==> config.mk <==
export PLATFORM = sky130hd
export DESIGN_NAME = cfg_stream_loader
export DESIGN_NICKNAME = d
export VERILOG_FILES = /design/src/rtl/cfg_stream_pkg.sv /design/src/rtl/cfg_addr_decoder.sv /design/src/rtl/cfg_stream_loader.sv
export SDC_FILE = /design/constraint.sdc
export NUM_CORES = 1
export LEC_CHECK = 0
export BUFFER_PORTS_ARGS = -buffer_cell sky130_fd_sc_hd__buf_2
export CAP_MARGIN = 20
export CORE_UTILIZATION = 48
export DETAILED_ROUTE_END_ITERATION = 10
export MAX_ROUTING_LAYER = met4
export PLACE_DENSITY_LB_ADDON = 0.05
export SETUP_SLACK_MARGIN = 0.1
export SYNTH_ARGS = -nofsm -noshare
export SYNTH_HDL_FRONTEND = slang
export SYNTH_SLANG_ARGS = --single-unit
==> constraint.sdc <==
create_clock -name clk -period 3.4 [get_ports clk]
set_clock_uncertainty 0.05 [all_clocks]
set_input_delay 0.68 -clock clk [delete_from_list [all_inputs] [get_ports clk]]
set_output_delay 0.68 -clock clk [all_outputs]
set_load 0.005 [all_outputs]
==> src/rtl/cfg_stream_pkg.sv <==
// Shared definitions for the configuration stream loader: opcodes, header field
// positions, FSM state encoding and config word width.
package cfg_stream_pkg;

    // Also the width of the switch-box config registers.
    localparam int unsigned CFG_WORD_W = 32;

    localparam logic [1:0] OP_WRITE = 2'b01;
    localparam logic [1:0] OP_END   = 2'b10;

    localparam int unsigned OP_MSB     = 31;
    localparam int unsigned OP_LSB     = 30;
    localparam int unsigned PARITY_BIT = 29;
    localparam int unsigned ADDR_MSB   = 15;
    localparam int unsigned ADDR_LSB   = 0;
    localparam int unsigned ADDR_W     = ADDR_MSB - ADDR_LSB + 1;

    typedef enum logic [1:0] {
        StHeader,
        StData,
        StWrite,
        StDone
    } cfg_state_e;

endpackage

==> src/rtl/cfg_addr_decoder.sv <==
// Combinational tile address decoder: one-hot select plus an in-range flag.
module cfg_addr_decoder
    import cfg_stream_pkg::*;
#(
    parameter int unsigned NUM_TILES = 16
) (
    input  logic [ADDR_W-1:0]    addr_i,
    output logic [NUM_TILES-1:0] onehot_o,
    output logic                 in_range_o
);

    assign in_range_o = (32'(addr_i) < NUM_TILES);

    always_comb begin
        onehot_o = '0;
        for (int unsigned i = 0; i < NUM_TILES; i++) begin
            onehot_o[i] = (32'(addr_i) == i);
        end
    end

endmodule

==> src/rtl/cfg_stream_loader.sv <==
// Parses (header, data) word pairs into single-cycle one-hot tile write strobes.
// Optional header parity check enabled by defining CFG_STREAM_LOADER_PARITY_EN.
module cfg_stream_loader
    import cfg_stream_pkg::*;
#(
    parameter int unsigned NUM_TILES = 16
) (
    input  logic                  clk,
    input  logic                  reset,
    input  logic                  cfg_in_valid,
    output logic                  cfg_in_ready,
    input  logic [CFG_WORD_W-1:0] cfg_in_data,
    output logic [CFG_WORD_W-1:0] config_data,
    output logic [NUM_TILES-1:0]  config_en,
    output logic                  config_done,
    output logic                  config_error,
    output logic [15:0]           write_count
);

    cfg_state_e            state_q, state_d;
    logic                  ready_q, ready_d;
    logic [ADDR_W-1:0]     addr_q, addr_d;
    logic [CFG_WORD_W-1:0] data_q, data_d;
    logic [NUM_TILES-1:0]  en_q, en_d;
    logic                  done_q, done_d;
    logic                  err_q, err_d;
    logic [15:0]           cnt_q, cnt_d;

    logic                  xfer;
    logic [1:0]            opcode;
    logic [NUM_TILES-1:0]  dec_onehot;
    logic                  dec_in_range;
    logic                  parity_ok;

    assign xfer   = cfg_in_valid && ready_q;
    assign opcode = cfg_in_data[OP_MSB:OP_LSB];

    cfg_addr_decoder #(
        .NUM_TILES (NUM_TILES)
    ) u_addr_decoder (
        .addr_i     (addr_q),
        .onehot_o   (dec_onehot),
        .in_range_o (dec_in_range)
    );

`ifdef CFG_STREAM_LOADER_PARITY_EN
    logic par_q, par_d;

    // Header parity must match the XOR of the data word it precedes.
    assign parity_ok = (par_q == ^cfg_in_data);

    always_ff @(posedge clk) begin
        if (reset) begin
            par_q <= 1'b0;
        end else begin
            par_q <= par_d;
        end
    end

    always_comb begin
        par_d = par_q;
        if (state_q == StHeader && xfer && opcode == OP_WRITE) begin
            par_d = cfg_in_data[PARITY_BIT];
        end
    end
`else
    assign parity_ok = 1'b1;
`endif

    always_ff @(posedge clk) begin
        if (reset) begin
            state_q <= StHeader;
            ready_q <= 1'b0;
            addr_q  <= '0;
            data_q  <= '0;
            en_q    <= '0;
            done_q  <= 1'b0;
            err_q   <= 1'b0;
            cnt_q   <= '0;
        end else begin
            state_q <= state_d;
            ready_q <= ready_d;
            addr_q  <= addr_d;
            data_q  <= data_d;
            en_q    <= en_d;
            done_q  <= done_d;
            err_q   <= err_d;
            cnt_q   <= cnt_d;
        end
    end

    always_comb begin
        state_d = state_q;
        unique case (state_q)
            StHeader: begin
                if (xfer && opcode == OP_WRITE) begin
                    state_d = StData;
                end else if (xfer && opcode == OP_END) begin
                    state_d = StDone;
                end
            end
            StData: begin
                if (xfer) begin
                    state_d = StWrite;
                end
            end
            StWrite: state_d = StHeader;
            StDone:  state_d = StDone;
            default: state_d = StHeader;
        endcase
    end

    always_comb begin
        ready_d = (state_d == StHeader) || (state_d == StData);
        addr_d  = addr_q;
        data_d  = data_q;
        en_d    = '0;
        done_d  = done_q;
        err_d   = err_q;
        cnt_d   = cnt_q;
        unique case (state_q)
            StHeader: begin
                if (xfer) begin
                    if (opcode == OP_WRITE) begin
                        addr_d = cfg_in_data[ADDR_MSB:ADDR_LSB];
                    end else if (opcode == OP_END) begin
                        done_d = 1'b1;
                    end else begin
                        err_d = 1'b1;
                    end
                end
            end
            StData: begin
                if (xfer) begin
                    data_d = cfg_in_data;
                    if (dec_in_range && parity_ok) begin
                        en_d = dec_onehot;
                    end else begin
                        err_d = 1'b1;
                    end
                end
            end
            StWrite: begin
                if (|en_q && cnt_q != 16'hFFFF) begin
                    cnt_d = cnt_q + 16'd1;
                end
            end
            default: ;
        endcase
    end

    assign cfg_in_ready = ready_q;
    assign config_data  = data_q;
    assign config_en    = en_q;
    assign config_done  = done_q;
    assign config_error = err_q;
    assign write_count  = cnt_q;

endmodule

# Word level (Yosys, flattened, before mapping)
# Cells that the tools add are included.
totals:
  regBits: 85
  out_inout_bits: 67
  input_bits: 35
  elab_cells: 67
op_classes:
  add_sub_neg: 1
  reduce_logical: 16
  muxes: 10
  magnitude_cmp: 1
  n_bitwise: 4
  n_eq_ne: 27
ops:
  columns: ["op", "count"]
  rows:
  - ["== test 16 x 4 -> 1 bit (second input constant)", 8]
  - ["== test 16 x 3 -> 1 bit (second input constant)", 4]
  - ["== test 16 x 2 -> 1 bit (second input constant)", 2]
  - ["adder 16 x 1 -> 16 bit (second input constant)", 1]
  - ["== test 16 x 1 -> 1 bit (second input constant)", 1]
  - ["logical NOT 16 bit", 1]
  - ["less-than comparator 16 x 5 -> 1 bit (second input constant)", 1]
  - ["!= test 16 bit (second input constant)", 1]
  - ["OR reduction 16 bit", 1]
  - ["!= test 2 bit (second input constant)", 5]
  - ["case mux 2 bit (4 select lines)", 1]
  - ["== test 2 x 1 -> 1 bit (second input constant)", 3]
  - ["== test 2 bit (second input constant)", 3]
  - ["2-to-1 mux 2 bit", 3]
  - ["AND reduction 6 bit", 1]
  - ["2-to-1 mux 1 bit", 5]
  - ["logical AND 1 bit", 4]
  - ["logical NOT 2 bit", 2]
  - ["inverter 1 bit", 4]
  - ["AND reduction 2 bit", 2]
  - ["AND reduction 4 bit", 1]
  - ["OR reduction 4 bit", 1]
  - ["AND reduction 3 bit", 1]
  - ["case mux 1 bit (2 select lines)", 1]
  - ["other kinds (2)", 2]

# Logic depth before layout (Yosys ltp)
depth:
  depth_word: 7
  mapped_depth: 7
  ltp_nobuf: 5

# By module
# From an unflattened synthesis, not the netlist that was laid out.
hier_totals:
  cells_unflattened: 427
  area_unflattened_um2: 3672.3
by_module_without_submodules:
  columns: ["module", "instances", "area_per_inst_um2", "cells_per_inst", "seq_area_each_um2"]
  rows:
  - ["cfg_stream_loader", 1, 3241.9, 381, 1701.6]
  - ["cfg_addr_decoder", 1, 430.4, 46, 0.0]

# Worst setup path after synthesis
# OpenSTA, ideal clock, no wires.
synth_path:
  kind: "register -> register"
  start: "reg cnt_q[0] (netlist: write_count[0])"
  end: "reg cnt_q[14] (netlist: write_count[14])"
  stages_incl_launch_ff: 7
  arrival_ns: 1.612
  t_required_ns: 3.227
  period_less_slack_ns: 1.785
  setup_time_ns: 0.123
  setup_slack_ns: 1.615
  n_path_buf: 1
  path_cell_list: "dfxtp_1 -> ha_1 -> nand4_1 -> nor4_4 -> buf_6 -> nor4_1 -> mux2_1"
synth_via:
  elab_chain_len: 3
  elab_cells_between_ends: 4
  cone_classes: "1 x add/sub; 1 x eq/ne; 2 x reduce/logical"
synth_rtl:
  columns: ["element", "line", "source"]
  rows:
  - ["from (decl)", "cfg_stream_loader.sv:27", "logic [15:0] cnt_q, cnt_d;"]
  - ["from (signal assigned)", "cfg_stream_loader.sv:88", "cnt_q <= cnt_d;"]
  - ["parallel branches: the longest is 3 deep, another holds adder 16 x 1 -> 16 bit", null, null]
# Several ways; the timed one is not identified.
# A chain may end at the register's enable or synchronous reset.

# Final worst setup path
layout_path:
  start: "reg cnt_q[0] (netlist: write_count[0])"
  end: "reg cnt_q[9] (netlist: write_count[9])"
# The elaborated chain is that of the path after synthesis.

==> flow_summary.ini <==
[cells_and_area]
n_antenna_cell = 0
most_frequent_standard_cell_in_the_layout_excluding_fill_and_tap_cells = buf_2
layout.cells.most_common_list = buf_2, dfxtp_1, nand2_1
syn2layout_area_growth_pct = 22.6
area.sequential_mm2 = 0.00170
finish.net_count = 500
fill_cells = 600
layout_cells_sized_above_1_pct = 27.1
final_area_mm2 = 0.00404
multi_input_comb_area_mm2 = 0.00148

[run]
timing.max_cap.violations = 0

[sta]
timing.final.hold_violations = 0
layout_setup_ws_ns = 1.18
fmaxAchievable_mhz = 451
setup-tns-final_ns = 0
timing.max_slew.rel_slack_pct = 44.8
final_hold_slack_ns = 0.402
timing_worst_slew_pin_value_ns = 0.828
setup_repair_after_global_routing_missed_its_margin = no
finalCritPeriodShare_pct = 65.2
layout_min_cycle_time_ns = 2.22
setup-violations-final = 0
final_max_slew_viol_count = 0

[place]
estimated_wirelength_of_the_detail_placed_design_um = 5090
placed_cell_area_mm2 = 0.00383
routabilityCongestion = 0.772
detailedPlace.worstSlack_ns = 1.20
place.port_buffers = 101

[critical_path]
required_time_worst_endpoint_ns = 3.58
path_cells = ha_1 -> nand4_1 -> nor4_4 -> buf_4 -> nor4_1 -> mux2_1
timing.critical_path.arrival_ns = 2.39
cp_slowest_stage_delay_ns = 0.52
timing.reg2reg.setup_slack_ns = 1.18
worstSetupEndpointType = register
buf_inv_on_cp = 1
timing_worst_setup_path_type = reg2reg
timing.critical_path.from_type = register
crit-reg2reg-capture = write_count[9]$_SDFFE_PP0P_
timing.reg2reg.worst_path_depth = 6
critical_path.top_delay_family = simple AND/OR/NAND/NOR gates
crit_path_slowest_cell = nor4_4
path_max_fanout = 15
worst_r2r_startpoint = write_count[0]$_SDFFE_PP0P_

[power]
p_leak_uw = 0.00181
ir_drop_mv = 0.335
power_per_cell_area_mw_per_mm2 = 461

[clock_network]
h-tree-depth = 3
clock_root_buffer = clkbuf_8
clk-insertion-delay-late_ns = 0.34
cts.clk_slew.worst_paths_ns = 0.08
post-cts-setup-buffer-count = 0
numClockSinks = 85
cts_buffers = 9
cts.path.max_buffers = 2
hold_buffers = 0
cts_tree = built
cts_resized = 0

[synthesis]
total_nets_after_synthesis = 405
ys_ff_latch = 85
synth_top_cell_area_share_pct = 51.6
number_of_flops_mapped_to_enable_cells_by_yosys = 0
ffs_w_async_s_r_synth_pct = 0
synth.yosys.warnings = 0
netlist_top_cells_area = dfxtp_1, nand2_1, a21oi_1
synthFlopType = dfxtp_1
synth.cell_area_mm2 = 0.00330
netlist.top_cell.by_area = dfxtp_1
synthCells = 369
synthesis.area_per_instance_um2 = 8.94
yosysUniqueCellTypes = 44
synth-seq-area-share_pct = 51.6

[floorplanning]
floorplan.core_area_mm2 = 0.00649
std_cell_rows = 29
dieArea_mm2 = 0.00721
num_io_pins = 102
dieWidth_um = 84.9
initial_utilization_pct = 50.8
chipHeight_um = 84.9

[run_status]
violations_in_the_final_reports = DRC
outcome = finished with violations

[detailed_routing]
total_routed_wirelength_um = 7130
wl_per_instance_um = 13.1
vias = 2898
ant_nets = 0
route.detailed.drc = 4
number_of_iterations_in_the_first_detailed_routing_pass = 10
vias_per_cell = 5.32
dr.first_iter.drc_count = 151

[global_route]
grt_overall_usage_pct = 21.9
vias_in_the_first_global_route = 2791
globalRoute.totalOverflow = 0
initial_antenna_violation_count = 0
grt_start_max_net_pins = 46
grt_first_pass_wirelength_um = 12500

[hold_path]
worst_hold_startpoint = config_data[6]$_SDFFE_PP0P_
min_delay_worst_endpoint = config_data[6]$_SDFFE_PP0P_
worst_hold_path.num_cells = 2
min-delay-path-class = reg2reg
worst register-to-register path, cell delays in order (launching register included):
cell     delay, ns
dfxtp_1       0.40
ha_1          0.25
nand4_1       0.19
nor4_4        0.52
buf_4         0.29
nor4_1        0.07
mux2_1        0.35
worst max path at each step:
stage	start	endpoint	slack, ns	cells past startpoint
2_1_floorplan	write_count[0]$_SDFFE_PP0P_	write_count[14]$_SDFFE_PP0P_	1.61	6
3_3_place_gp	write_count[0]$_SDFFE_PP0P_	write_count[14]$_SDFFE_PP0P_	1.27	6
3_5_place_dp	write_count[0]$_SDFFE_PP0P_	write_count[14]$_SDFFE_PP0P_	1.20	6
4_1_cts	write_count[0]$_SDFFE_PP0P_	write_count[9]$_SDFFE_PP0P_	1.16	6
5_1_grt	write_count[0]$_SDFFE_PP0P_	write_count[14]$_SDFFE_PP0P_	1.01	6
6_report	write_count[0]$_SDFFE_PP0P_	write_count[9]$_SDFFE_PP0P_	1.18	6
cells by family after synthesis:
family / after synthesis / synth area share, %
AO/OA/AOI/OAI: 66 / 11.6
adder cells (fa/ha/maj): 1 / 0.379
buffers and inverters: 25 / 3.64
AND/OR/NAND/NOR: 172 / 26.6
flip-flops: 85 / 51.6
multiplexers: 19 / 5.88
XOR/XNOR: 1 / 0.266
cell usage after synthesis, drive strengths merged (2+ instances only):
cell    number
dfxtp       85
nand2       71
a21oi       45
nor2        34
mux2i       16
clkbuf      12
nor4        11
buf         10
or4         10
o31ai        9
nand4        8
nand3        5
nor2b        5
nor3         5
nand2b       4
o21ai        4
and2         3
and3         3
inv          3
mux2         3
and4         2
nand3b       2
nand4b       2
nor3b        2
o21ba        2
o41ai        2
flip-flops by register name, summed over array words and instances (netlist names):
| signal | count |
|---|---|
| config_en | 16 |
| write_count | 16 |
| addr_q | 16 |
| config_data | 32 |
| config_done | 1 |
| config_error | 1 |
| cfg_in_ready | 1 |
| state_q | 2 |
cell type report:
| type | count | area share, % |
|---|---|---|
| Clock buffer | 11 | 3.50 |
| Timing Repair Buffer | 106 | 13.4 |
| Multi-Input combinational cell | 259 | 36.5 |
| Inverter | 3 | 0.279 |
| Clock inverter | 4 | 1.80 |
| Tap cell | 77 | 2.38 |
| Sequential cell | 85 | 42.1 |
power breakdown:
part	leakage (uW)	switching (uW)	internal, uW
combinational	0.00102	46.9	38.2
clock	0.000105	336	429
sequential	0.000686	8.22	1010
total	0.00181	391	1470
metal layers:
metal	global-route usage (%)	vias up	routed length, um	share of wire, %
met4	7.86	0	57	0.80
met2	35.9	68	3400	48
li1	-	1482	-	-
met1	27.0	1344	3380	47
met5	-	-	0	0
met3	4.38	4	286	4.0
per-stage QoR:
| stage | cells | utilization [%] | total power (uW) |
|---|---|---|---|
| final | 545 | 62.2 | 1860 |
| after CTS | 545 | 62.2 | 1890 |
| after global routing | 545 | 62.2 | 1940 |
| after floorplan | 369 | - | 1080 |
| after global placement | 530 | 58.9 | 1120 |
| after detailed placement | 530 | 58.9 | 1120 |
Note: power is estimated with default switching activity, not from simulation.
